### src/rtl/alu_exec_ctrl.sv
// alu_exec_ctrl
// Execute-stage sequencer for ARM data-processing instructions. Accepts one
// decoded instruction per handshake, tests its condition field against the
// NZCV register held here, drives the external ALU for one cycle, then issues
// a single-cycle register writeback and the flag update.
//
// Build option: ALU_EXEC_COND_EN
//   defined   - cond is evaluated; failing instructions retire as skipped.
//   undefined - cond is ignored and every instruction executes (as AL).
//
// Ports:
//   clk, reset             clock, synchronous active-high reset
//   in_valid / in_ready    instruction handshake from decode
//   cond, opcode, s_bit    condition, ALU opcode, set-flags request
//   rd                     destination register
//   op_a, op_b             Rn value and barrel-shifter output
//   shifter_carry          barrel-shifter carry-out (C for logical ops)
//   alu_opcode/a/b/carry_in  drive to the combinational ALU (EXEC only)
//   alu_result, alu_nzvc   ALU response, nzvc = {N,Z,V,C}
//   wb_en/addr/data        one-cycle register-file write
//   flush                  asserted with wb_en when writing R15
//   done                   one-cycle pulse per retired instruction
//   flags                  current {N,Z,V,C}
module alu_exec_ctrl #(
    parameter int REG_AW = 4
) (
    input  logic              clk,
    input  logic              reset,
    input  logic              in_valid,
    output logic              in_ready,
    input  logic [3:0]        cond,
    input  logic [3:0]        opcode,
    input  logic              s_bit,
    input  logic [REG_AW-1:0] rd,
    input  logic [31:0]       op_a,
    input  logic [31:0]       op_b,
    input  logic              shifter_carry,
    output logic [3:0]        alu_opcode,
    output logic [31:0]       alu_a,
    output logic [31:0]       alu_b,
    output logic              alu_carry_in,
    input  logic [31:0]       alu_result,
    input  logic [3:0]        alu_nzvc,
    output logic              wb_en,
    output logic [REG_AW-1:0] wb_addr,
    output logic [31:0]       wb_data,
    output logic              flush,
    output logic              done,
    output logic [3:0]        flags
);

    typedef enum logic [1:0] {IDLE, EXEC, WB} state_t;

    state_t            state;
    logic [3:0]        op_q;
    logic              s_q;
    logic [REG_AW-1:0] rd_q;
    logic              sc_q;
    logic [3:0]        nzvc_q;
    logic              take;
    logic              skipped;

    // TST/TEQ/CMP/CMN: flags always update, never write a register
    function automatic logic is_compare(input logic [3:0] op);
        return op[3:2] == 2'b10;
    endfunction

    function automatic logic is_arith(input logic [3:0] op);
        return (op >= 4'h2 && op <= 4'h7) || op == 4'hA || op == 4'hB;
    endfunction

`ifdef ALU_EXEC_COND_EN
    logic skip_q;

    function automatic logic cond_pass(input logic [3:0] c, input logic [3:0] f);
        logic n, z, v, cy;
        {n, z, v, cy} = f;
        case (c)
            4'h0:    return z;
            4'h1:    return !z;
            4'h2:    return cy;
            4'h3:    return !cy;
            4'h4:    return n;
            4'h5:    return !n;
            4'h6:    return v;
            4'h7:    return !v;
            4'h8:    return cy && !z;
            4'h9:    return !cy || z;
            4'hA:    return n == v;
            4'hB:    return n != v;
            4'hC:    return !z && (n == v);
            4'hD:    return z || (n != v);
            4'hE:    return 1'b1;
            default: return 1'b0;
        endcase
    endfunction

    assign take    = cond_pass(cond, flags);
    assign skipped = skip_q;
`else
    logic cond_unused;
    assign cond_unused = ^cond;
    assign take        = 1'b1;
    assign skipped     = 1'b0;
`endif

    // All outputs are registered; the ALU drive is loaded on acceptance so it
    // is present for exactly the EXEC cycle, and writeback is loaded on
    // leaving EXEC so it is present for exactly the WB cycle.
    always_ff @(posedge clk) begin
        if (reset) begin
            state        <= IDLE;
            in_ready     <= 1'b1;
            flags        <= 4'h0;
            alu_opcode   <= 4'h0;
            alu_a        <= 32'h0;
            alu_b        <= 32'h0;
            alu_carry_in <= 1'b0;
            wb_en        <= 1'b0;
            wb_addr      <= '0;
            wb_data      <= 32'h0;
            flush        <= 1'b0;
            done         <= 1'b0;
            op_q         <= 4'h0;
            s_q          <= 1'b0;
            rd_q         <= '0;
            sc_q         <= 1'b0;
            nzvc_q       <= 4'h0;
`ifdef ALU_EXEC_COND_EN
            skip_q       <= 1'b0;
`endif
        end else begin
            case (state)
                IDLE: begin
                    if (in_valid) begin
                        in_ready <= 1'b0;
                        op_q     <= opcode;
                        s_q      <= s_bit;
                        rd_q     <= rd;
                        sc_q     <= shifter_carry;
                        if (take) begin
                            state        <= EXEC;
                            alu_opcode   <= opcode;
                            alu_a        <= op_a;
                            alu_b        <= op_b;
                            alu_carry_in <= flags[0];
                        end
`ifdef ALU_EXEC_COND_EN
                        else begin
                            state  <= WB;
                            done   <= 1'b1;
                            skip_q <= 1'b1;
                        end
`endif
                    end
                end
                EXEC: begin
                    state        <= WB;
                    nzvc_q       <= alu_nzvc;
                    alu_opcode   <= 4'h0;
                    alu_a        <= 32'h0;
                    alu_b        <= 32'h0;
                    alu_carry_in <= 1'b0;
                    done         <= 1'b1;
                    if (!is_compare(op_q)) begin
                        wb_en   <= 1'b1;
                        wb_addr <= rd_q;
                        wb_data <= alu_result;
                        flush   <= (rd_q == REG_AW'(15));
                    end
                end
                WB: begin
                    state    <= IDLE;
                    in_ready <= 1'b1;
                    done     <= 1'b0;
                    wb_en    <= 1'b0;
                    wb_addr  <= '0;
                    wb_data  <= 32'h0;
                    flush    <= 1'b0;
`ifdef ALU_EXEC_COND_EN
                    skip_q   <= 1'b0;
`endif
                    // Logical ops take C from the shifter and keep V
                    if (!skipped && (s_q || is_compare(op_q))) begin
                        if (is_arith(op_q))
                            flags <= nzvc_q;
                        else
                            flags <= {nzvc_q[3], nzvc_q[2], flags[1], sc_q};
                    end
                end
                default: state <= IDLE;
            endcase
        end
    end

endmodule

### config.mk
export PLATFORM = sky130hd
export DESIGN_NAME = alu_exec_ctrl
export DESIGN_NICKNAME = d
export VERILOG_FILES = /design/src/rtl/alu_exec_ctrl.sv
export SDC_FILE = /design/constraint.sdc
export NUM_CORES = 1
export LEC_CHECK = 0
export ABC_AREA = 1
export BUFFER_PORTS_ARGS = -buffer_cell sky130_fd_sc_hd__buf_2
export CAP_MARGIN = 15
export CELL_PAD_IN_SITES_DETAIL_PLACEMENT = 0
export CELL_PAD_IN_SITES_GLOBAL_PLACEMENT = 1
export CORE_MARGIN = 1
export CORE_UTILIZATION = 29
export DETAILED_ROUTE_END_ITERATION = 6
export GPL_TIMING_DRIVEN = 0
export PLACE_DENSITY_LB_ADDON = 0.1
export RECOVER_POWER = 50
export SYNTH_ARGS = -nofsm -noshare
export SYNTH_HDL_FRONTEND = slang
export SYNTH_SLANG_ARGS = --single-unit
### constraint.sdc
create_clock -name clk -period 1.4 [get_ports clk]
set_input_delay 0.07 -clock clk [delete_from_list [all_inputs] [get_ports clk]]
set_output_delay 0.07 -clock clk [all_outputs]
set_load 0.03 [all_outputs]
==> results.py <==
metrics = {
    "layout": {
        "fillers": 1535,
        "final_common_cell": "buf_2",
        "postLayoutCellArea_sq_um": 8920,
        "drive_above_1_share": 0.397,
        "fin_nets": 1088,
        "area_growth_pct": 89.6,
        "final_cell_mix": "buf_2 (160), nand2_1 (152), dfxtp_1 (126), dlygate4sd3_1 (111), clkbuf_1 (78)",
        "antenna_cells": 0,
    },
    "critical_path": {
        "criticalPathCategory": "flop to flop",
        "critPathCaptureType": "flop",
        "rr_worst_depth": 9,
        "path_max_fanout": 7,
        "reg2reg_to": "wb_data[23]$_SDFFE_PP0P_",
        "timing.rr.start": "state[1]$_SDFFE_PP0P_",
        "crit_required_ns": 1.74,
        "cp.arrival_ns": 1.82,
        "rrSetupSlack_ns": -0.08,
        "critPathLaunchType": "flop",
    },
    "floorplanning": {
        "die_h_um": 129,
        "io_pins": 230,
        "start_util": 0.296,
        "die_area_sq_um": 16700,
        "die_w_um": 129,
        "rows": 46,
        "design.core.area_sq_um": 15900,
    },
    "placement": {
        "place_congestion": 0.732,
        "postPlaceCellArea_sq_um": 6120,
        "portBuffers": 224,
        "dp_hpwl_um": 10900,
        "pre_cts_slack_ns": -0.472,
    },
    "global_route": {
        "grt_max_degree": 17,
        "overflow": 0,
        "grt_pass1_vias": 5270,
        "grtUsageTotal": 0.194,
        "antenna_found_initial": 0,
        "grt_pass1_wl_um": 25100,
    },
    "route": {
        "drc": 0,
        "postRouteAntennaNets": 0,
        "avgRoutedWirePerCell_um": 13.9,
        "vias": 5324,
        "firstDrtPassIters": 4,
        "routed_wl_um": 16700,
        "viasPerCell": 4.45,
        "first_iter_violations": 106,
    },
    "yosys": {
        "yosysTopAreaCell": "dfxtp_1",
        "syn_avg_cell_area_sq_um": 7.99,
        "synth_warnings": 0,
        "syn_nets": 709,
        "synth_top_area_share": 0.544,
        "synth_area_leaders": "dfxtp_1 (54%), nand2_1 (15%), a21oi_1 (12%)",
        "synth.ff_latch_count": 128,
        "synth_seq_area_share": 0.544,
        "synthDistinctLibCells": 20,
        "syn_inst": 589,
        "netlist_area_sq_um": 4710,
    },
    "clocking": {
        "cts_buffers": 17,
        "numClockSinks": 128,
        "cts.path.max_buffers": 2,
        "htree_levels": 4,
        "cts_tree": "built",
        "path_clk_slew_ns": 0.06,
        "root_buffer": "clkbuf_16",
        "clock_latency_ns": 0.41,
    },
    "power": {
        "ir_drop_mv": 0.804,
        "p_per_area_nw_per_um2": 1320,
        "p_leak_nw": 3.74,
    },
    "timing": {
        "setup_viol": 95,
        "max_freq_mhz": 677,
        "clock-skew-final_ns": 0.00582,
        "fin_ws_ns": -0.0773,
        "max_slew_margin": 0.499,
        "fin_crit_sh": 1.06,
        "timing.final.crit_period_ns": 1.48,
        "tightest_slew_ns": 0.752,
        "slew_viol_final": 0,
        "hold_viol_final": 0,
        "rsz0062_at_grt": "true",
    },
    "run_status": {
        "run_status": "finished with violations",
        "violations": "setup timing",
    },
    "job": {
        "max-cap-violations": 0,
    },
    "hold_path": {
        "hold_path.startpoint": "reset",
        "hold_path.class": "input pin to flop",
        "whs_endpoint": "nzvc_q[0]$_SDFFE_PP0P_",
        "hold_depth": 4,
    },
}
[how the worst max path moves through the flow]
stage	startpoint	end	slack, ns	cells past startpoint
final	state[1]$_SDFFE_PP0P_	wb_data[23]$_SDFFE_PP0P_	-0.08	9
after global placement	state[0]$_SDFFE_PP0P_	alu_b[12]$_SDFFE_PP0P_	-0.38	8
after detailed placement	state[0]$_SDFFE_PP0P_	alu_b[15]$_SDFFE_PP0P_	-0.47	8
after floorplan	state[0]$_SDFFE_PP0P_	alu_b[12]$_SDFFE_PP0P_	-0.05	8
after global routing	state[1]$_SDFFE_PP0P_	wb_data[23]$_SDFFE_PP0P_	-0.16	9
after CTS	state[1]$_SDFFE_PP0P_	wb_data[15]$_SDFFE_PP0P_	-0.07	9
[cell families after synthesis]
group,share of synthesized area
simple gates,0.241
flops,0.544
buf+inv,0.0603
fa+ha+maj,0.00798
compound gates,0.146
[timing repair]
item | in CTS | in global routing
pin swaps | 21 | 44
hold endpoints to repair | 113 | 1
buffers inserted | 14 | 4
gates cloned | 4 | 4
resized for setup | 89 | 140
hold buffers | 110 | 1
endpoints found under the setup margin | 115 | 107
[power by group]
| part | switching [mW] | leakage, nW | internal, mW |
|---|---|---|---|
| registers | 0.189 | 1.05 | 3.92 |
| clock network | 1.60 | 0.311 | 3.21 |
| logic | 1.62 | 2.39 | 1.25 |
| total | 3.41 | 3.74 | 8.39 |
[area by class of cell]
class | instances | area [sq um] | share of cell area
Inverter | 17 | 76.3 | 0.00855
Sequential cell | 128 | 2570 | 0.288
Clock buffer | 23 | 498 | 0.0558
Buffer | 42 | 407 | 0.0456
Multi-Input combinational cell | 401 | 2450 | 0.275
Clock inverter | 9 | 153 | 0.0171
Timing Repair Buffer | 361 | 2500 | 0.280
Tap cell | 216 | 270 | 0.0303
[metal layers]
layer	part of all wire	global-route usage
met4	0.015	0.0803
met2	0.51	0.348
met5	0	0
met3	0.061	0.0599
met1	0.41	0.212
[synth_stat cells]
master,number
inv_1,16
buf_8,2
a21oi_1,117
nand4_1,1
o21ai_0,16
buf_4,1
buf_6,2
buf_2,14
nand2_1,192
clkbuf_1,21
nor3_1,1
nand3_2,19
o21ai_1,1
inv_2,1
buf_1,3
nor2_1,26
dfxtp_1,128
nand3_1,23
a21oi_2,2
ha_1,3
[flip-flops by register name, indices dropped and copies added, names as in the netlist, 2 cells and up]
name,flops
op_q,3
rd_q,4
alu_a,32
alu_opcode,4
nzvc_q,4
wb_addr,4
wb_data,32
flags,4
alu_b,32
state,2
[metrics by stage]
step	util	hold WS [ns]	power, mW	instances	setup TNS [ns]
floorplan	-	0.205	5.39	589	-1.61
global placement	0.386	0.297	6.02	1029	-27.11
CTS	0.527	0.0349	11.6	1188	-3.04
finish	0.562	0.227	11.8	1197	-3.20
detailed placement	0.386	0.303	6.06	1029	-33.46
global route	0.562	0.318	12.3	1197	-11.20
[worst max-delay path: stages, from the launching register on]
cell       delay [ns]
dfxtp_2          0.33
inv_4            0.08
ha_4             0.17
inv_4            0.05
buf_6            0.11
a21oi_4          0.14
buf_8            0.18
clkbuf_16        0.16
nand3_2          0.05
a21oi_1          0.14
No activity file was read; power rests on OpenSTA's default activity.
